## src/rtl/axi_xbar_pkg.sv

```systemverilog
// axi_xbar_pkg: shared demux state encoding and ID/select types.
package axi_xbar_pkg;
  localparam int unsigned AxiIdBits = 3;
  localparam int unsigned SelWidth  = 2;
  typedef logic [AxiIdBits-1:0] id_t;
  typedef logic [SelWidth-1:0]  sel_t;
  typedef enum logic [1:0] {EMPTY, CHECK, STALL, ISSUE} state_e;
endpackage

```

## src/rtl/axi_sat_counter.sv

```systemverilog
// axi_sat_counter: up-counter that sticks at all-ones instead of wrapping.
module axi_sat_counter #(
  parameter int unsigned Width = 16
) (
  input  logic             clk_i,
  input  logic             rst_i,
  input  logic             en_i,
  output logic [Width-1:0] cnt_o
);
  logic [Width-1:0] r_cnt;
  always_ff @(posedge clk_i or posedge rst_i)
    if (rst_i) r_cnt <= '0;
    else if (en_i && ~&r_cnt) r_cnt <= r_cnt + Width'(1);
  assign cnt_o = r_cnt;
endmodule

```

## src/rtl/axi_demux_ax_id_gate.sv

```systemverilog
// axi_demux_ax_id_gate: holds one AW/AR request until its ID may go to the selected master.
// Optional AXI_ID_GATE_ATOP_EN also blocks atomics whose ID is live on the read side.
module axi_demux_ax_id_gate
  import axi_xbar_pkg::*;
#(
  parameter int unsigned MaxTrans   = 8,
  parameter int unsigned CntWidth   = 4,
  parameter int unsigned StallWidth = 16
) (
  input  logic                  clk_i,
  input  logic                  rst_i,
  input  logic                  slv_valid_i,
  output logic                  slv_ready_o,
  input  id_t                   slv_id_i,
  input  sel_t                  slv_sel_i,
  input  logic                  slv_atop_i,
  output logic                  mst_valid_o,
  input  logic                  mst_ready_i,
  output id_t                   mst_id_o,
  output sel_t                  mst_sel_o,
  output id_t                   lookup_id_o,
  input  logic                  lookup_taken_i,
  input  sel_t                  lookup_sel_i,
  input  logic                  atop_taken_i,
  input  logic [CntWidth-1:0]   in_flight_cnt_i,
  output logic                  push_en_o,
  output id_t                   push_id_o,
  output sel_t                  push_sel_o,
  output logic [StallWidth-1:0] stall_cnt_o
);
  state_e r_state, w_next;
  id_t    r_id;
  sel_t   r_sel;
  logic   w_ok, w_base_ok, w_slv_hs, w_mst_hs;
  assign slv_ready_o = (r_state == EMPTY) || (r_state == ISSUE && mst_ready_i);
  assign mst_valid_o = r_state == ISSUE;
  assign w_slv_hs    = slv_valid_i && slv_ready_o;
  assign w_mst_hs    = mst_valid_o && mst_ready_i;
  assign w_base_ok   = (!lookup_taken_i || lookup_sel_i == r_sel) && (in_flight_cnt_i < CntWidth'(MaxTrans));
`ifdef AXI_ID_GATE_ATOP_EN
  logic r_atop;
  always_ff @(posedge clk_i or posedge rst_i)
    if (rst_i) r_atop <= 1'b0;
    else if (w_slv_hs) r_atop <= slv_atop_i;
  assign w_ok = w_base_ok && !(r_atop && atop_taken_i);
`else
  logic w_unused;
  assign w_unused = slv_atop_i ^ atop_taken_i;
  assign w_ok     = w_base_ok;
`endif
  always_ff @(posedge clk_i or posedge rst_i)
    if (rst_i) begin
      r_state <= EMPTY;
      r_id    <= '0;
      r_sel   <= '0;
    end else begin
      r_state <= w_next;
      if (w_slv_hs) begin
        r_id  <= slv_id_i;
        r_sel <= slv_sel_i;
      end
    end
  // ISSUE never drops valid on its own; only the downstream handshake leaves it
  always_comb begin
    w_next = r_state;
    case (r_state)
      EMPTY:        w_next = w_slv_hs ? CHECK : EMPTY;
      CHECK, STALL: w_next = w_ok ? ISSUE : STALL;
      ISSUE:        w_next = w_mst_hs ? (w_slv_hs ? CHECK : EMPTY) : ISSUE;
      default:      w_next = EMPTY;
    endcase
  end
  assign mst_id_o    = r_id;
  assign mst_sel_o   = r_sel;
  assign lookup_id_o = r_id;
  assign push_en_o   = w_mst_hs;
  assign push_id_o   = r_id;
  assign push_sel_o  = r_sel;
  axi_sat_counter #(.Width(StallWidth)) u_stall_cnt (
    .clk_i (clk_i),
    .rst_i (rst_i),
    .en_i  (r_state == STALL),
    .cnt_o (stall_cnt_o)
  );
endmodule

```

## config.mk

```make
export PLATFORM = sky130hd
export DESIGN_NAME = axi_demux_ax_id_gate
export DESIGN_NICKNAME = d
export VERILOG_FILES = /design/src/rtl/axi_xbar_pkg.sv /design/src/rtl/axi_sat_counter.sv /design/src/rtl/axi_demux_ax_id_gate.sv
export SDC_FILE = /design/constraint.sdc
export NUM_CORES = 1
export LEC_CHECK = 0
export BUFFER_PORTS_ARGS = -buffer_cell sky130_fd_sc_hd__buf_2
export CORE_MARGIN = 2
export CORE_UTILIZATION = 47
export CTS_CLUSTER_SIZE = 40
export DETAILED_ROUTE_END_ITERATION = 6
export PLACE_DENSITY = 0.81
export SLEW_MARGIN = 20
export SYNTH_ARGS = -nofsm -noshare
export SYNTH_HDL_FRONTEND = slang
export SYNTH_SLANG_ARGS = --single-unit
```

## constraint.sdc

```tcl
create_clock -name clk_i -period 2.1 [get_ports clk_i]
set_input_delay 0.525 -clock clk_i [delete_from_list [all_inputs] [get_ports clk_i]]
set_output_delay 0.525 -clock clk_i [all_outputs]
set_load 0.02 [all_outputs]
```

==> reports/results.tsv <==
metric	value	unit
largest net degree at the start of global routing	24	
Primary FF master, synth	dfrtp_1	
area fraction of the dominant cell type after synthesis	46.6	%
hpwl dp	1.92	mm
crit path DAT	1.50	ns
GRT overflow	0	
die extent in x	55.3	um
outcome	completed	
cell family with most CP delay	flip-flops	
Synth Cell Area	1240	sq um
CP endpoint	slv_ready_o	
RR Endpoint	u_stall_cnt.cnt_o[1]$_DFFE_PP0P_	
global-route wire length before repair	4.16	mm
largest area contributor in the netlist	dfrtp_1	
Tcrit/Tclk final	96.4	%
postcts setup bufs	0	
crit path buf inv count	1	
IO Count	50	
Fmax	0.494	GHz
initial drt markers	23	
Die Span Y	55.3	um
Pre-antenna DRT Iters	5	
Ant. Diodes	0	
total of warnings raised by yosys	0	
clk sink count	23	
crit path launch type	register	
Die Area	3060	sq um
VDD IR-drop max	0.790	mV
total CTS buffers	3	
Worst-Skew Late Latency	0.30	ns
vias	981	
Power Density	1150	nW/um^2
Slew HR	73.5	%
share of synthesized registers carrying an async set or reset	100	%
Worst path depth	4	
vias in the first global route	945	
LEAKAGE	0.800	nW
Initial Util	49.9	%
core area	2480	sq um
antenna violations before repair	0	
top-count cell post-synth	dfrtp_1	
flop-to-flop setup slack	0.22	ns
Core Util, Final	59.3	%
Reg2Reg Depth	4	
drt drc	0	
post-synth net total	131	
CP required	1.57	ns
area delta synth->final	18.9	%
average size of a mapped cell	11.3	sq um
CP endpoint kind	primary output	
gr usage total	16.8	%
number of I/O port buffers	44	
DR vias/cell	5.45	
min Tclk post-route	2.02	ns
Worst Skew	0.000981	ns
commonest cells in the netlist	dfrtp_1 (23), xor2_1 (12), buf_4 (8), nor3_1 (8), o21ai_0 (6)	
Max-cap violations	0	
critical path cell sequence	ha_2 -> and2_1 -> or2_2 -> buf_2	
CTS clk-pin slew, worst paths	0.12	ns
final-layout fill cell count	220	
RSZ-0062 raised after global routing	no	
CTS tree	built	
Setup violations, final	0	
dominant cells by area after synthesis	dfrtp_1 (47%), xor2_1 (8.5%), buf_4 (4.9%)	
worst min path class	in -> async	
final hold viol count	0	
Routability Congestion	0.810	
Root Buffer	clkbuf_4	
Avg WL per Cell	14.1	um
critical path start-end classification	reg -> out	
Final nets	173	
Synth Instances	109	
clk buf depth	2	
register area share after synthesis	46.6	%
Crit path largest cell delay	0.42	ns
Synth cell types	31	
wirelength, routed	2.53	mm
setup_tns	0	ns
FP Rows	18	
Crit Path Max Fanout	4	
beginning of the critical path	r_state[1]$_DFF_PP0_	
final antenna-violating net count	0	
H-tree lvl count	1	
Max Slew Vio Count	0	
number of synthesized flops with an enable pin	0	
synthesized flop and latch total	23	
crit path max-delay cell type	dfrtp_1	
layout cells sized above 1	40.0	%
Worst Tran Pin Value	0.396	ns
r2r startpoint	u_stall_cnt.cnt_o[0]$_DFFE_PP0P_	
==> routing by layer <==
metal | vias to the layer above | global-route usage [%] | wire length [um]
met3 | 10 | 2.58 | 99
met2 | 30 | 30.3 | 1360
met4 | 0 | 9.06 | 67
li1 | 469 | - | -
met1 | 472 | 18.9 | 1000
met5 | - | 0 | 0
==> cells in the final DEF (no fill, tap or decap), types with 3 or more instances in the layout <==
| master | instances |
|---|---|
| ha_1 | 3 |
| mux2_2 | 5 |
| inv_1 | 5 |
| buf_2 | 44 |
| o21ai_0 | 6 |
| nor4_1 | 3 |
| dfrtp_1 | 23 |
| nand3_1 | 5 |
| nor3_1 | 8 |
| nand2_1 | 5 |
| xor2_1 | 12 |
| clkbuf_4 | 3 |
==> worst min-delay path by stage <==
| stage | start | end | slack, ns |
|---|---|---|---|
| global placement | u_stall_cnt.cnt_o[7]$_DFFE_PP0P_ | u_stall_cnt.cnt_o[7]$_DFFE_PP0P_ | 0.50 |
| global route | rst_i | u_stall_cnt.cnt_o[13]$_DFFE_PP0P_ | 0.26 |
| CTS | rst_i | u_stall_cnt.cnt_o[10]$_DFFE_PP0P_ | 0.24 |
| finish | rst_i | lookup_id_o[2]$_DFFE_PP0P_ | 0.24 |
| floorplan | rst_i | lookup_id_o[0]$_DFFE_PP0P_ | 0.53 |
| detailed placement | u_stall_cnt.cnt_o[7]$_DFFE_PP0P_ | u_stall_cnt.cnt_o[7]$_DFFE_PP0P_ | 0.50 |
==> final cells by class <==
class	instances	area, sq um	share of cell area, %
clock buffer	4	26.3	1.79
inverter	5	18.8	1.28
multi-input combinational	73	584	39.7
sequential	23	576	39.1
tap	30	37.5	2.55
timing repair buffer	45	228	15.5
==> kinds of logic (layout without fill, tap and decap cells) <==
logic type | count (synthesis) | count (layout) | share of synthesized area (%)
simple gates | 35 | 35 | 18.8
flops | 23 | 23 | 46.6
compound gates | 14 | 14 | 8.50
xor+xnor | 14 | 14 | 9.92
buf+inv | 13 | 54 | 6.38
mux | 6 | 6 | 5.77
fa+ha+maj | 4 | 4 | 4.05
==> worst reg2reg max path, cell delays in order, from the launching register on <==
cell,delay [ns]
dfrtp_1,0.43
ha_1,0.25
nand3_1,0.25
o41ai_4,0.52
mux2_4,0.33
==> power breakdown <==
part           leakage (nW)  total, mW  switching [mW]  internal, mW
sequential            0.299      0.685           0.128         0.557
clock                0.0150      0.199           0.125        0.0739
combinational         0.487      0.800           0.485         0.315
==> timing repair <==
item	in CTS	in global routing
gates resized for setup	0	1
hold buffers	0	0
endpoints found under the setup margin	0	1
==> sequential cells by signal (all words and copies together), names as in the netlist <==
register,count
u_stall_cnt.cnt_o,16
mst_sel_o,2
r_state,2
lookup_id_o,3
==> metrics by stage <==
stage	cells	hold slack [ns]	setup WS [ns]	instance area, sq um	total power [mW]
floorplan	109	0.527	0.197	1240	1.33
global placement	176	0.497	0.331	1440	1.46
finish	180	0.238	0.0753	1470	1.68
global route	180	0.264	0.0211	1470	1.79
CTS	180	0.242	0.0366	1470	1.70
detailed placement	176	0.499	0.258	1440	1.50
(Power assumes the default switching activity.)
